==> src/rtl/led_sequencer_pkg.sv <==
// Shared encodings for the LED sequencer: mode selection and the
// direction state that drives the bounce FSM.
package led_pkg;

  typedef enum logic [1:0] {
    MODE_BOUNCE = 2'd0,
    MODE_WRAP   = 2'd1,
    MODE_BAR    = 2'd2,
    MODE_HOLD   = 2'd3
  } mode_t;

  typedef enum logic {
    DIR_DOWN = 1'b0,
    DIR_UP   = 1'b1
  } dir_t;

endpackage

==> src/rtl/led_sequencer_if.sv <==
// Control and status bundle between the board controls and the sequencer.
// The master side drives the controls; the sequencer (slave) returns the
// registered LED pattern and status.
interface led_sequencer_if
  import led_pkg::*;
#(
  parameter int NLEDS = 8,
  parameter int DIVW  = 16
) ();

  localparam int PW = $clog2(NLEDS);

  logic              enable;
  logic              restart;
  mode_t             mode;
  logic [DIVW-1:0]   period;
  logic [NLEDS-1:0]  leds;
  logic [PW-1:0]     pos;
  logic              dir;
  logic              step;
  logic              cycle_done;

  modport master (
    output enable, restart, mode, period,
    input  leds, pos, dir, step, cycle_done
  );

  modport slave (
    input  enable, restart, mode, period,
    output leds, pos, dir, step, cycle_done
  );

endinterface

==> src/rtl/led_sequencer_prescaler.sv <==
// Programmable prescaler: emits a tick once every period+1 running cycles.
// The count only advances while run is high, so pausing keeps the exact
// phase. Lowering period below the current count lets the counter roll over
// at 2^DIVW before the next match.
module led_prescaler #(
  parameter int DIVW = 16
) (
  input  logic            clk,
  input  logic            resetn,
  input  logic            run,
  input  logic            clear,
  input  logic [DIVW-1:0] period,
  output logic            tick
);

  logic [DIVW-1:0] count_reg;

  assign tick = run && !clear && (count_reg == period);

  // Count cycles while running; reset/clear return to zero, idle freezes.
  always_ff @(posedge clk) begin
    if (!resetn || clear) begin
      count_reg <= '0;
    end else if (run) begin
      count_reg <= (count_reg == period) ? '0 : count_reg + 1'b1;
    end
  end

endmodule

==> src/rtl/led_sequencer.sv <==
// LED pattern sequencer: walks a position across NLEDS outputs on each
// prescaler tick (bounce, wrap, bar or hold) and renders it as one-hot or
// bar pattern. All outputs are registered.
module led_sequencer
  import led_pkg::*;
#(
  parameter int  NLEDS = 8,
  parameter int  DIVW  = 16,
  localparam int PW    = $clog2(NLEDS)
) (
  input  logic           clk,
  input  logic           resetn,
  led_sequencer_if.slave bus
);

  localparam logic [PW-1:0] POS_MAX = PW'(NLEDS - 1);

  logic             run;
  logic             tick;
  logic [PW-1:0]    pos_reg;
  logic [PW-1:0]    pos_next;
  dir_t             dir_reg;
  dir_t             dir_next;
  logic             cd_next;
  logic [NLEDS-1:0] leds_reg;
  logic [NLEDS-1:0] leds_next;
  logic             step_reg;
  logic             cd_reg;

  // HOLD behaves like a pause of the prescaler, but the pattern still renders.
  assign run = bus.enable && (bus.mode != MODE_HOLD);

  led_prescaler #(
    .DIVW (DIVW)
  ) u_prescaler (
    .clk    (clk),
    .resetn (resetn),
    .run    (run),
    .clear  (bus.restart),
    .period (bus.period),
    .tick   (tick)
  );

  // Next position/direction for this tick; end positions dwell one tick.
  always_comb begin
    pos_next = pos_reg;
    dir_next = dir_reg;
    cd_next  = 1'b0;
    if (tick) begin
      case (bus.mode)
        MODE_WRAP: begin
          dir_next = DIR_UP;
          if (pos_reg == POS_MAX) begin
            pos_next = '0;
            cd_next  = 1'b1;
          end else begin
            pos_next = pos_reg + 1'b1;
          end
        end
        MODE_BOUNCE, MODE_BAR: begin
          if (dir_reg == DIR_UP) begin
            if (pos_reg == POS_MAX) begin
              dir_next = DIR_DOWN;
            end else begin
              pos_next = pos_reg + 1'b1;
            end
          end else begin
            if (pos_reg == '0) begin
              dir_next = DIR_UP;
              cd_next  = 1'b1;
            end else begin
              pos_next = pos_reg - 1'b1;
            end
          end
        end
        default: begin
        end
      endcase
    end
  end

  // Pattern decode from the next position so a mode change re-renders at once.
  for (genvar gi = 0; gi < NLEDS; gi++) begin : g_pattern
    localparam logic [PW-1:0] IDX = PW'(gi);
    assign leds_next[gi] = (bus.mode == MODE_BAR) ? (IDX <= pos_next)
                                                  : (IDX == pos_next);
  end

  // State and output registers: reset, then restart, then freeze, then tick.
  always_ff @(posedge clk) begin
    if (!resetn || bus.restart) begin
      pos_reg  <= '0;
      dir_reg  <= DIR_DOWN;
      leds_reg <= NLEDS'(1);
      step_reg <= 1'b0;
      cd_reg   <= 1'b0;
    end else if (!bus.enable) begin
      step_reg <= 1'b0;
      cd_reg   <= 1'b0;
    end else begin
      pos_reg  <= pos_next;
      dir_reg  <= dir_next;
      leds_reg <= leds_next;
      step_reg <= tick;
      cd_reg   <= cd_next;
    end
  end

  assign bus.leds       = leds_reg;
  assign bus.pos        = pos_reg;
  assign bus.dir        = dir_reg;
  assign bus.step       = step_reg;
  assign bus.cycle_done = cd_reg;

endmodule

==> src/flat_wrapper.sv <==
// flat-port wrapper written by rule: the top's interface ports become plain ports
module led_sequencer_flat import led_pkg::*;
#(
  parameter int  NLEDS = 8,
  parameter int  DIVW  = 16,
  localparam int PW    = $clog2(NLEDS)
)
  (clk, resetn, bus_enable, bus_restart, bus_mode, bus_period, bus_leds, bus_pos, bus_dir, bus_step, bus_cycle_done);
  led_sequencer_if #(.NLEDS(NLEDS), .DIVW(DIVW)) bus_i ();
  input  logic clk;
  input  logic resetn;
  input wire logic [$bits(bus_i.enable)-1:0] bus_enable;
  input wire logic [$bits(bus_i.restart)-1:0] bus_restart;
  input wire logic [$bits(bus_i.mode)-1:0] bus_mode;
  input wire logic [$bits(bus_i.period)-1:0] bus_period;
  output wire logic [$bits(bus_i.leds)-1:0] bus_leds;
  output wire logic [$bits(bus_i.pos)-1:0] bus_pos;
  output wire logic [$bits(bus_i.dir)-1:0] bus_dir;
  output wire logic [$bits(bus_i.step)-1:0] bus_step;
  output wire logic [$bits(bus_i.cycle_done)-1:0] bus_cycle_done;
  assign bus_i.enable = bus_enable;
  assign bus_i.restart = bus_restart;
  assign bus_i.mode = bus_mode;
  assign bus_i.period = bus_period;
  assign bus_leds = bus_i.leds;
  assign bus_pos = bus_i.pos;
  assign bus_dir = bus_i.dir;
  assign bus_step = bus_i.step;
  assign bus_cycle_done = bus_i.cycle_done;
  led_sequencer #(.NLEDS(NLEDS), .DIVW(DIVW)) u_core (.clk(clk), .resetn(resetn), .bus(bus_i));
endmodule
==> config.mk <==
export PLATFORM = sky130hd
export DESIGN_NAME = led_sequencer_flat
export DESIGN_NICKNAME = d
export VERILOG_FILES = /design/src/rtl/led_sequencer_pkg.sv /design/src/rtl/led_sequencer_if.sv /design/src/rtl/led_sequencer_prescaler.sv /design/src/rtl/led_sequencer.sv /design/src/flat_wrapper.sv
export SDC_FILE = /design/constraint.sdc
export NUM_CORES = 1
export LEC_CHECK = 0
export CORE_MARGIN = 1.5
export CORE_UTILIZATION = 50
export DETAILED_ROUTE_END_ITERATION = 8
export GPL_TIMING_DRIVEN = 0
export PLACE_DENSITY_LB_ADDON = 0.1
export RECOVER_POWER = 50
export SYNTH_ARGS = -nofsm -noshare
export SYNTH_HDL_FRONTEND = slang
export SYNTH_SLANG_ARGS = --single-unit
==> constraint.sdc <==
create_clock -name clk -period 3.3 [get_ports clk]
set_clock_uncertainty 0.05 [all_clocks]
set_input_delay 0.66 -clock clk [delete_from_list [all_inputs] [get_ports clk]]
set_output_delay 0.66 -clock clk [all_outputs]
set_load 0.1 [all_outputs]
# After elaboration in Yosys (flattened, before gate mapping)
# Index checks and enable logic that the tools add are counted.
[totals]
reg_bits = 30
[classes]
addsub = 3
magnitude_cmp = 8
eq_ne = 12
n_mux = 22
bitwise = 2
n_reduce_logical = 14
[op_table]
columns = ["operator", "n"]
rows = [
  ["$add 16x1->16 const B", 1],
  ["$eq 16x16->1", 1],
  ["$mux 16", 1],
  ["$mux 3", 5],
  ["$mux 1", 13],
  ["$eq 3x3->1 const A", 4],
  ["$le 3x3->1 const A", 4],
  ["$eq 2x3->1 const A", 2],
  ["$le 1x3->1 const A", 2],
  ["$le 2x3->1 const A", 2],
  ["$logic_not 3->1", 2],
  ["$pmux 3 s2", 1],
  ["$pmux 1 s2", 2],
  ["$reduce_or 2->1", 2],
  ["$add 3x1->3 const B", 1],
  ["$eq 1x3->1 const A", 1],
  ["$eq 3x3->1 const B", 1],
  ["$logic_and 1x1->1", 3],
  ["$reduce_and 3->1", 1],
  ["$reduce_or 3->1", 1],
  ["$sub 3x1->3 const B", 1],
  ["$eq 2x1->1 const B", 1],
  ["$eq 2x2->1 const B", 1],
  ["$logic_not 1->1", 2],
  ["other kinds (5)", 6],
]

# Longest topological paths before layout
# Gate-level depths: netlist (run 1).
[depth]
ltp_word = 7
depth_mapped = 10

# By module
# A second synthesis (run 1) with hierarchy kept.
[hier_totals]
cells_unflattened = 209
area_unflattened_um2 = 1830.5
[by_module_without_submodules]
columns = ["mod", "instances", "cells_each", "area_each_um2", "seq_area_each_um2"]
rows = [
  ["led_sequencer", 1, 105, 928.4, 280.3],
  ["led_prescaler", 1, 104, 902.1, 320.3],
]

# Worst setup path before layout (run 1)
# No wires, ideal clock.
[synth_path]
path_type = "reg-to-reg"
startpoint = "register u_core.pos_reg[0], in the netlist u_core.bus.pos[0]"
endpoint = "register u_core.leds_reg[3], in the netlist u_core.bus.leds[3]"
setup_time_ps = 77
arrival_ps = 2952
path_slack_ps = 221
stages_incl_launch_ff = 10
synth_period_minus_slack_ps = 3079
cell_sequence = "dfxtp_1 > inv_1 > ha_1 > nor3b_1 > a2111oi_0 > a311o_1 > nand2_1 > or3_1 > and3_1 > o22ai_2"
[synth_via]
elab_chain_cells = 7
word_cells_on_any_way = 13
cone_classes = "add/sub: 2; order compare: 1; eq/ne: 2; mux: 7; reduce/logical: 1"
[synth_lines]
columns = ["item", "line_no", "text"]
rows = [
  ["start: declaration", "led_sequencer.sv:20", "logic [PW-1:0] pos_reg;"],
  ["start signal: assignment", "led_sequencer.sv:101", "pos_reg <= pos_next;"],
  ["$sub 3x1->3, or another cell as far along", "led_sequencer.sv:72", "pos_next = pos_reg - 1'b1;"],
  ["$mux 3 (on tied branches)", "led_sequencer.sv:68, led_sequencer.sv:62", ""],
  ["$mux 3", "led_sequencer.sv:61", "if (dir_reg == DIR_UP) begin"],
  ["$pmux 3 s2", "led_sequencer.sv:50", "case (bus.mode)"],
  ["$mux 3 (*)", "led_sequencer.sv:49", "if (tick) begin"],
  ["$le 2x3->1 or $eq 2x3->1 (tied branches)", "led_sequencer.sv:85, led_sequencer.sv:86", ""],
  ["$mux 1 (*)", "led_sequencer.sv:85", "assign leds_next[gi] = (bus.mode == MODE_BAR) ? (IDX <= pos_next)"],
  ["end signal: assignment", "led_sequencer.sv:103", "leds_reg <= leds_next;"],
  ["end: declaration", "led_sequencer.sv:25", "logic [NLEDS-1:0] leds_reg;"],
]
# Every way passes the cells marked *; elsewhere a longest branch is shown, timed or not.
# A chain may end at the register's enable or synchronous reset.

# Final worst setup path (run 1)
[layout_path]
startpoint = "input port bus_enable"
endpoint = "register u_core.leds_reg[5], in the netlist u_core.bus.leds[5]"
[layout_via]
elab_chain_cells = 6
word_cells_on_any_way = 7
cone_classes = "order compare: 1; eq/ne: 1; mux: 2; reduce/logical: 3"
[layout_lines]
columns = ["item", "line_no", "text"]
rows = [
  ["start: declaration", "flat_wrapper.sv:12", "input wire logic [$bits(bus_i.enable)-1:0] bus_enable;"],
  ["$logic_and 1x1->1", "led_sequencer.sv:31", "assign run = bus.enable && (bus.mode != MODE_HOLD);"],
  ["$logic_and 1x1->1 (2 in series)", "led_sequencer_prescaler.sv:18", "assign tick = run && !clear && (count_reg == period);"],
  ["$mux 3", "led_sequencer.sv:49", ""],
  ["$le 3x3->1 or $eq 3x3->1 (tied branches)", "led_sequencer.sv:85, led_sequencer.sv:86", ""],
  ["$mux 1", "led_sequencer.sv:85", ""],
]
# Parallel ways exist; a longest one is shown, timed or not.

==> out/summary.md, run 1 <==
The clock latency reported for the late side of the worst-skew pair was 340 ps. The total of fill cells in the finished design is 293, and the total routing usage reported by global routing is 20.60%. The area overhead of the layout relative to synthesis is 27.97%. For this configuration, the core starts out at a cell density of 53.30%. The clock sink count is 30, and the number of buffers created by CTS is 5. The number of nets in the synthesized netlist is 253. The slowest stage of the critical path is the sky130_fd_sc_hd__clkdlybuf4s50_1 cell.

The worst max-slew margin expressed relative to the limit was 34.63%; the total die area was 4012 um2. STA classifies the critical path endpoint as a flip-flop. For the pin with the worst max-slew slack, the measured transition is 977.4 ps. Of the total power, the share spent switching nets is 20.99%.

The run gives 1483 as the via count of the first global-routing pass. The die is 63.34 um tall. The worst path in the final design needs a cycle of 3148 ps, including I/O delays and setup. The count of endpoints failing hold in the final timing report is 0.

The tools report the number of I/O pins as 36. The share of total power dissipated in sequential elements is 43.9%. The flip-flop count of the largest register after layout is 16. Detailed routing inserted a total of 1641 vias.

The mean cell area of the mapped netlist is 8.127 um2. In this run the tool buffered the top-level ports with 34 buffer cells. For this run, the slowest stage of the critical path takes 640 ps. Entering global routing, the biggest net connects 11 pins. The register bit total from synthesis is 30.

Routability-driven placement finished with a final weighted congestion of 0.8805. The share of the Yosys chip area taken by registers is 32.99%. The final layout contains routed wiring with a total length of 3834 um.

The run gives 224 as the cell count after synthesis. Clock root buffer: sky130_fd_sc_hd__clkbuf_4. 0 antenna diodes ended up in the layout.

The number of buffers on the longest clock path was 2. Setup repair after global routing left no endpoint under its margin. For the count of hold-fix buffers inserted at cts, the log shows 0. The logs give 0 for the detailed-route DRC error count and 0 for the final count of negative-setup-slack endpoints.

For this design the static power due to leakage is 0.8894 nW. Ranked by total cell area, the synthesized netlist is headed by sky130_fd_sc_hd__dfxtp_1, sky130_fd_sc_hd__xor2_1, sky130_fd_sc_hd__nor2_1. The run gives 99 as the first-iteration detailed-routing DRC count. CTS built an H-tree with a depth of 2. The number of placement rows was 21; the number of antenna violations at the first check in global routing was 0.

Based on the critical path, the design can be clocked at up to 317.7 MHz. Average via count per standard cell: 5.260. Of all nets on the critical path, the largest fanout is 10. TritonCTS built the clock tree. Detailed placement finished with a half-perimeter wire length of 2932 um. Average wire per cell in the routed design: 12.29 um. After clock tree synthesis, the repair step resized 0 gates.

Across the VDD grid, the largest voltage drop is 0.0002082 V. For the total negative slack, the log shows 0 ps. The run finished with clean final reports. The total area inside the core boundary comes to 3416 um2. The combinational fraction of design power is 8.5%. The fraction of synthesized cell area taken by the top area cell type was 32.99%. The setup path with the least slack is of type input port to flip-flop. The tools report the startpoint type of the worst setup path as an input port. During synthesis, Yosys emitted a total of 0 warnings. The analysis attributes to net switching a power of 0.0001743 W. The horizontal die dimension was 63.34 um; the worst endpoint data arrival time was 3330 ps.

The fraction of final layout cells with drive strength greater than 1 was 6.767%. Traced cell by cell, the critical path runs through clkdlybuf4s50_1 > a21boi_4 > nand3_2 > or4_4 > or3_1 > clkbuf_2 > buf_2 > and3_1 > a211oi_1 > o21ai_1. The clock network accounts for 47.6% of the total power. Synthesis instantiated 39 different standard cells from the library. Max-cap violations in this run came to 0. Dividing the final minimum period by the clock period gives 95.40%. For the required arrival time at the worst endpoint, the log shows 3480 ps. Leading area contributor after synthesis: sky130_fd_sc_hd__dfxtp_1. The netlist area before placement was 1820 um2; the overall overflow remaining after global route was 0. The remaining antenna violation count after routing is 0, and the power per standard cell area is 356.4 nW/um2.

Clock-pin slew was measured on the worst setup and hold paths at 100 ps. The run gives 6513 um as the first-pass GRT wire length. The total chip power is 0.0008303 W. The tightest min-delay check is of the flip-flop to flip-flop type. The logs give 0 for the count of pins over their slew limit and 294 for the number of nets in the finished design. The number of setup buffers added after CTS is 0, and the internal power contribution is 0.0006560 W. The number of iterations in the first detailed-routing pass is 4.
## path summary, 6_finish.rpt
kind	startpoint	end	slack, ps	cells past startpoint
max	bus_enable	u_core.bus.leds[5]	150	10
min	u_core.bus.leds[5]	u_core.bus.leds[5]	400	2
max reg2reg	u_core.bus.pos[1]	u_core.bus.leds[3]	600	10
min reg2reg	u_core.bus.leds[5]	u_core.bus.leds[5]	400	2
## power by group through the flow
stage                     Clock [W]  Sequential (W)  Combinational, W
after floorplan                   0        0.000375         0.0000318
after global placement            0        0.000373         0.0000709
after detailed placement          0        0.000373         0.0000715
after CTS                  0.000401        0.000364         0.0000717
after global routing       0.000416        0.000365         0.0000773
final                      0.000395        0.000364         0.0000708
## worst max-delay path, delay by kind of cell
kind / cells / cell delay [ps]
buf+inv: 3 / 960
compound gates: 3 / 660
simple gates: 4 / 1030
## routing by layer
layer	part of all wire, %	vias up	GRT usage (%)
met4	1.4	0	5.163
met2	49	42	36.84
met3	4.0	7	5.893
li1	-	862	-
met1	46	730	23.98
met5	0	-	0
## cells by family after synthesis
| kind of cell | share of synthesized area, % |
|---|---|
| AND/OR/NAND/NOR | 29.35 |
| flip-flops | 32.99 |
| AO/OA/AOI/OAI | 11.68 |
| multiplexers | 2.887 |
| buffers and inverters | 2.887 |
| XOR/XNOR | 15.40 |
| adder cells (fa/ha/maj) | 4.811 |
## Yosys cell counts, drive strengths merged
cell type / number
nor2: 33
a211oi: 4
xor2: 19
clkbuf: 6
a31oi: 2
and3: 6
a21oi: 6
nand3: 10
nand2b: 7
nor3: 6
mux2: 2
nand3b: 2
o22ai: 1
nand2: 20
mux2i: 3
nor4: 3
buf: 2
ha: 7
dfxtp: 30
a21bo: 1
and2: 1
o31ai: 2
a2111oi: 1
inv: 5
nor3b: 3
o21ai: 8
a311o: 1
or3: 3
a221o: 1
nand4: 6
nor2b: 5
a21boi: 1
or4: 2
xnor2: 13
o21bai: 2
## through the flow
stage          hold slack [ps]  worst slack [ps]  utilization (%)  area [um2]  std cells
4_1_cts                  415.4             179.8            68.21        2330        312
6_report                 401.8             152.0            68.21        2330        312
5_1_grt                  449.3             30.52            68.21        2330        312
3_3_place_gp             391.2            -170.5            64.95        2218        304
2_1_floorplan            449.6             221.1                -        1821        224
3_5_place_dp             400.9            -173.9            64.95        2218        304
## placed cells by master, fill, tap and decap left out, drive strengths merged
cell and instances:
clkdlybuf4s50 20, nand4 6, a21boi 1, nand2b 7, a211oi 4, xor2 19
ha 7, nor2b 5, or3 3, mux2i 3, dfxtp 30, a311o 1
a2111oi 1, dlygate4sd3 14, and2 1, or4 2, a31oi 2, a21bo 1
nand3 10, nor4 3, mux2 2, inv 5, o21bai 2, bufinv 2
buf 2, a21oi 6, xnor2 13, nand2 20, nand3b 2, o22ai 1
o31ai 2, nor3b 3, nor3 6, nor2 33, o21ai 8, clkbuf 12
and3 6, a221o 1
## cell type report
cell class / count / area, um2 / share of cell area, %
flip-flops and latches: 30 / 600.6 / 25.78
plain buffers: 8 / 33.78 / 1.450
repair buffers: 34 / 340.3 / 14.61
inverters: 5 / 18.77 / 0.8056
multi-input cells: 181 / 1167 / 50.11
well taps: 46 / 57.56 / 2.470
clock inverters: 2 / 60.06 / 2.578
clock buffers: 6 / 51.30 / 2.202
Power figures use the tool's default switching activity.
==> run 2, diff against run 1 <==
--- a/config.mk
+++ b/config.mk
@@ -8,6 +8,7 @@
 export CORE_MARGIN = 1.5
 export CORE_UTILIZATION = 50
 export DETAILED_ROUTE_END_ITERATION = 8
+export DONT_BUFFER_PORTS = 1
 export GPL_TIMING_DRIVEN = 0
 export PLACE_DENSITY_LB_ADDON = 0.1
 export RECOVER_POWER = 50
==> constraint.sdc (replaced) <==
create_clock -name clk -period 3.4 [get_ports clk]
set_clock_uncertainty 0.05 [all_clocks]
set_input_delay 0.68 -clock clk [delete_from_list [all_inputs] [get_ports clk]]
set_output_delay 0.68 -clock clk [all_outputs]
set_load 0.1 [all_outputs]
==> run 2 against run 1 <==
The flow now finishes with violations (design-rule violations). Non-clock buffer count down 34. Critical path depth did not move. Global-route usage grew 0.19 points. Sequential cell count unchanged. Sequential share of layout area grew 5.3 points. Sequential power decreased by 2%. Register-to-register slack worse by 320 ps. Hold slack got worse by 36 ps. Final area down 16%.
==> out/summary.md, run 2 (same netlist as run 1, synthesis figures left out) <==
The run finished, with violations left. The checks that failed: design-rule violations. The analysis attributes to cell leakage a power of 0.6964 nW. The logs give 0.0006790 W for the total chip power and 313.2 MHz for the maximum operating frequency. Buffers inserted during clock tree synthesis total 5. The switching power came out at 0.0001572 W. Excluding fillers, the count of instances in the completed layout stands at 278.

After legalization and detailed placement, the total HPWL measured 3080 um. The part of the cycle the worst path needs was 93.92%. The tools report the via count of the first global-routing pass as 1487. The worst path meets setup with 206.7 ps of slack. Using the TritonRoute via totals, the vias-per-cell ratio works out to 5.647. The final count of negative-setup-slack endpoints is 0. The tools report the number of cells after detailed placement as 270. Timing analysis after detailed placement gives a worst setup slack of -53.39 ps. Proportion of total power due to net switching: 23.15%. The post-cts resize count was 2.

TritonCTS built the clock tree. STA puts the critical path data required time at 3590 ps. Data arrives at the worst endpoint at 3380 ps. The internal portion of the total power is 0.0005218 W. The total overflow left after global routing is 0.

The kind of path behind the tightest hold check was input port to flip-flop. The top cell types in the final layout, fill and taps aside, are sky130_fd_sc_hd__nor2_1, sky130_fd_sc_hd__dfxtp_1, sky130_fd_sc_hd__nand2_1. From bottom edge to top edge, the die measures 63.34 um. For this block, the via count after detailed routing is 1570.

The logs give 0 for the remaining antenna violation count after routing and 280 ps for the slack of the worst reg-to-reg path. The detailed-route DRC error count is 1. Max-cap violations in this run came to 0. The peak fanout along the critical path came out at 10. At the later pin of the worst-skew pair, clock insertion delay measures 340 ps. The first routing iteration left 100 violations. Clock root buffer: sky130_fd_sc_hd__clkbuf_4. Counting the fill cells in the layout gives 331. For the pin with the worst max-slew slack, the measured transition is 1169 ps.

Clock tree synthesis found a total of 30 sinks. After detailed routing, the total wire length is 4009 um. Measured against its own limit, the worst slew margin works out to 21.97%. The logs give 5.4% for the combinational fraction of design power and 0 for the count of hold-fix buffers inserted at cts. Startpoint type of the worst setup path: an input port. For the total negative slack, the log shows 0 ps. The worst path in the final design needs a cycle of 3193 ps, including I/O delays and setup. The placer congestion estimate is 0.8430. The start-to-end type of the worst setup path is input port to flip-flop. For this design the ratio of total power to cell area is 349.0 nW/um2. The die covers 4012 um2. During I/O placement, the number of pins put on the boundary was 36.

The worst setup path is captured at a flip-flop. The fraction of final layout cells with drive strength greater than 1 works out to 6.897%. The first-pass GRT wire length is 6486 um, and the number of antenna violations at the first check in global routing is 0. The flip-flop count of the largest register after layout was 16; the clock-pin slew on the worst setup and hold paths was 110 ps.

Relative to the synthesized area, the layout overhead comes to 6.873%. The number of buffers on the longest clock path is 2, and the maximum resistive drop on vdd is 0.0002388 V. CTS built an H-tree with a depth of 2. The horizontal die dimension was 63.34 um; the sequential power share was 52.3%. The logs give 0 for the count of pins over their slew limit and 42.3% for the power share of the clock group.

Setup repair after global routing left no endpoint under its margin. The floorplan step defined a core boundary enclosing 3416 um2. The net count of the finished layout is 260. The number of setup buffers added after CTS was 0. Entering global routing, the biggest net connects 11 pins. The repair_antennas step left the layout with diodes totalling 0.

In this run the most critical hold path is launched from bus_restart. The worst hold path stage count is 1, and the logic depth of the worst register-to-register path is 10. The worst register-to-register path ends at u_core.bus.leds[1].

The logs give 21 for the number of placement rows and 0 for the count of endpoints failing hold in the final timing report. For this configuration, the core starts out at a cell density of 53.30%. The library cell used most frequently in the layout, excluding fill and tap cells, is sky130_fd_sc_hd__nor2_1. The total routing usage reported by global routing was 20.79%; the number of port buffers was 0.

The startpoint of the worst-slack reg-to-reg timing path was u_core.bus.pos[2]. In the final routed layout, each cell accounts on average for 14.42 um. For hold timing, the worst endpoint is u_core.bus.step. The number of iterations in the first detailed-routing pass was 6.
## run 2: metrics by stage
step	hold slack [ps]	cell area, um2	util, %
CTS	360.0	1956	57.25
detailed placement	487.0	1878	54.98
finish	366.2	1946	56.96
floorplan	449.6	1821	-
global placement	463.8	1878	54.98
global route	357.7	1946	56.96
## run 2: worst max-delay path by stage
stage                            startpoint            endpoint  slack, ps
after floorplan           u_core.bus.pos[0]  u_core.bus.leds[3]        320
after global routing            bus_mode[0]  u_core.bus.leds[5]         40
after detailed placement  u_core.bus.pos[0]  u_core.bus.leds[3]        -50
after global placement    u_core.bus.pos[0]  u_core.bus.leds[3]         70
after CTS                 u_core.bus.pos[1]  u_core.bus.leds[1]        250
final                           bus_mode[0]  u_core.bus.leds[5]        210
## run 2: critical path: stages
cell and delay, ps:
sky130_fd_sc_hd__clkbuf_1 190, sky130_fd_sc_hd__a21boi_0 810, sky130_fd_sc_hd__nand3_2 100, sky130_fd_sc_hd__or4_4 450, sky130_fd_sc_hd__or3_1 310, sky130_fd_sc_hd__clkbuf_2 150, sky130_fd_sc_hd__buf_2 190, sky130_fd_sc_hd__and3_1 190
sky130_fd_sc_hd__a211oi_1 230, sky130_fd_sc_hd__o21ai_1 80
## run 2: area by class of cell
type                            instances  area (um2)  area share (%)
Multi-Input combinational cell        181        1156           59.42
Sequential cell                        30       605.6           31.13
Tap cell                               46       57.56           2.958
Clock buffer                            7       45.04           2.315
Buffer                                  8       32.53           1.672
Clock inverter                          1       30.03           1.543
Inverter                                5       18.77          0.9646
## run 2: metal layers
metal | vias to the layer above | wire, um | GRT usage (%)
li1 | 786 | - | -
met1 | 738 | 1652 | 22.57
met2 | 41 | 2069 | 37.24
met3 | 5 | 235 | 7.143
met4 | 0 | 52 | 7.337
met5 | - | 0 | 0
## run 2: power by group through the flow
stage / Combinational (W) / Clock (W) / Sequential [W]
detailed placement: 0.0000380 / 0 / 0.000364
global route: 0.0000409 / 0.000307 / 0.000356
finish: 0.0000365 / 0.000287 / 0.000355
CTS: 0.0000383 / 0.000293 / 0.000356
global placement: 0.0000376 / 0 / 0.000364
floorplan: 0.0000309 / 0 / 0.000364
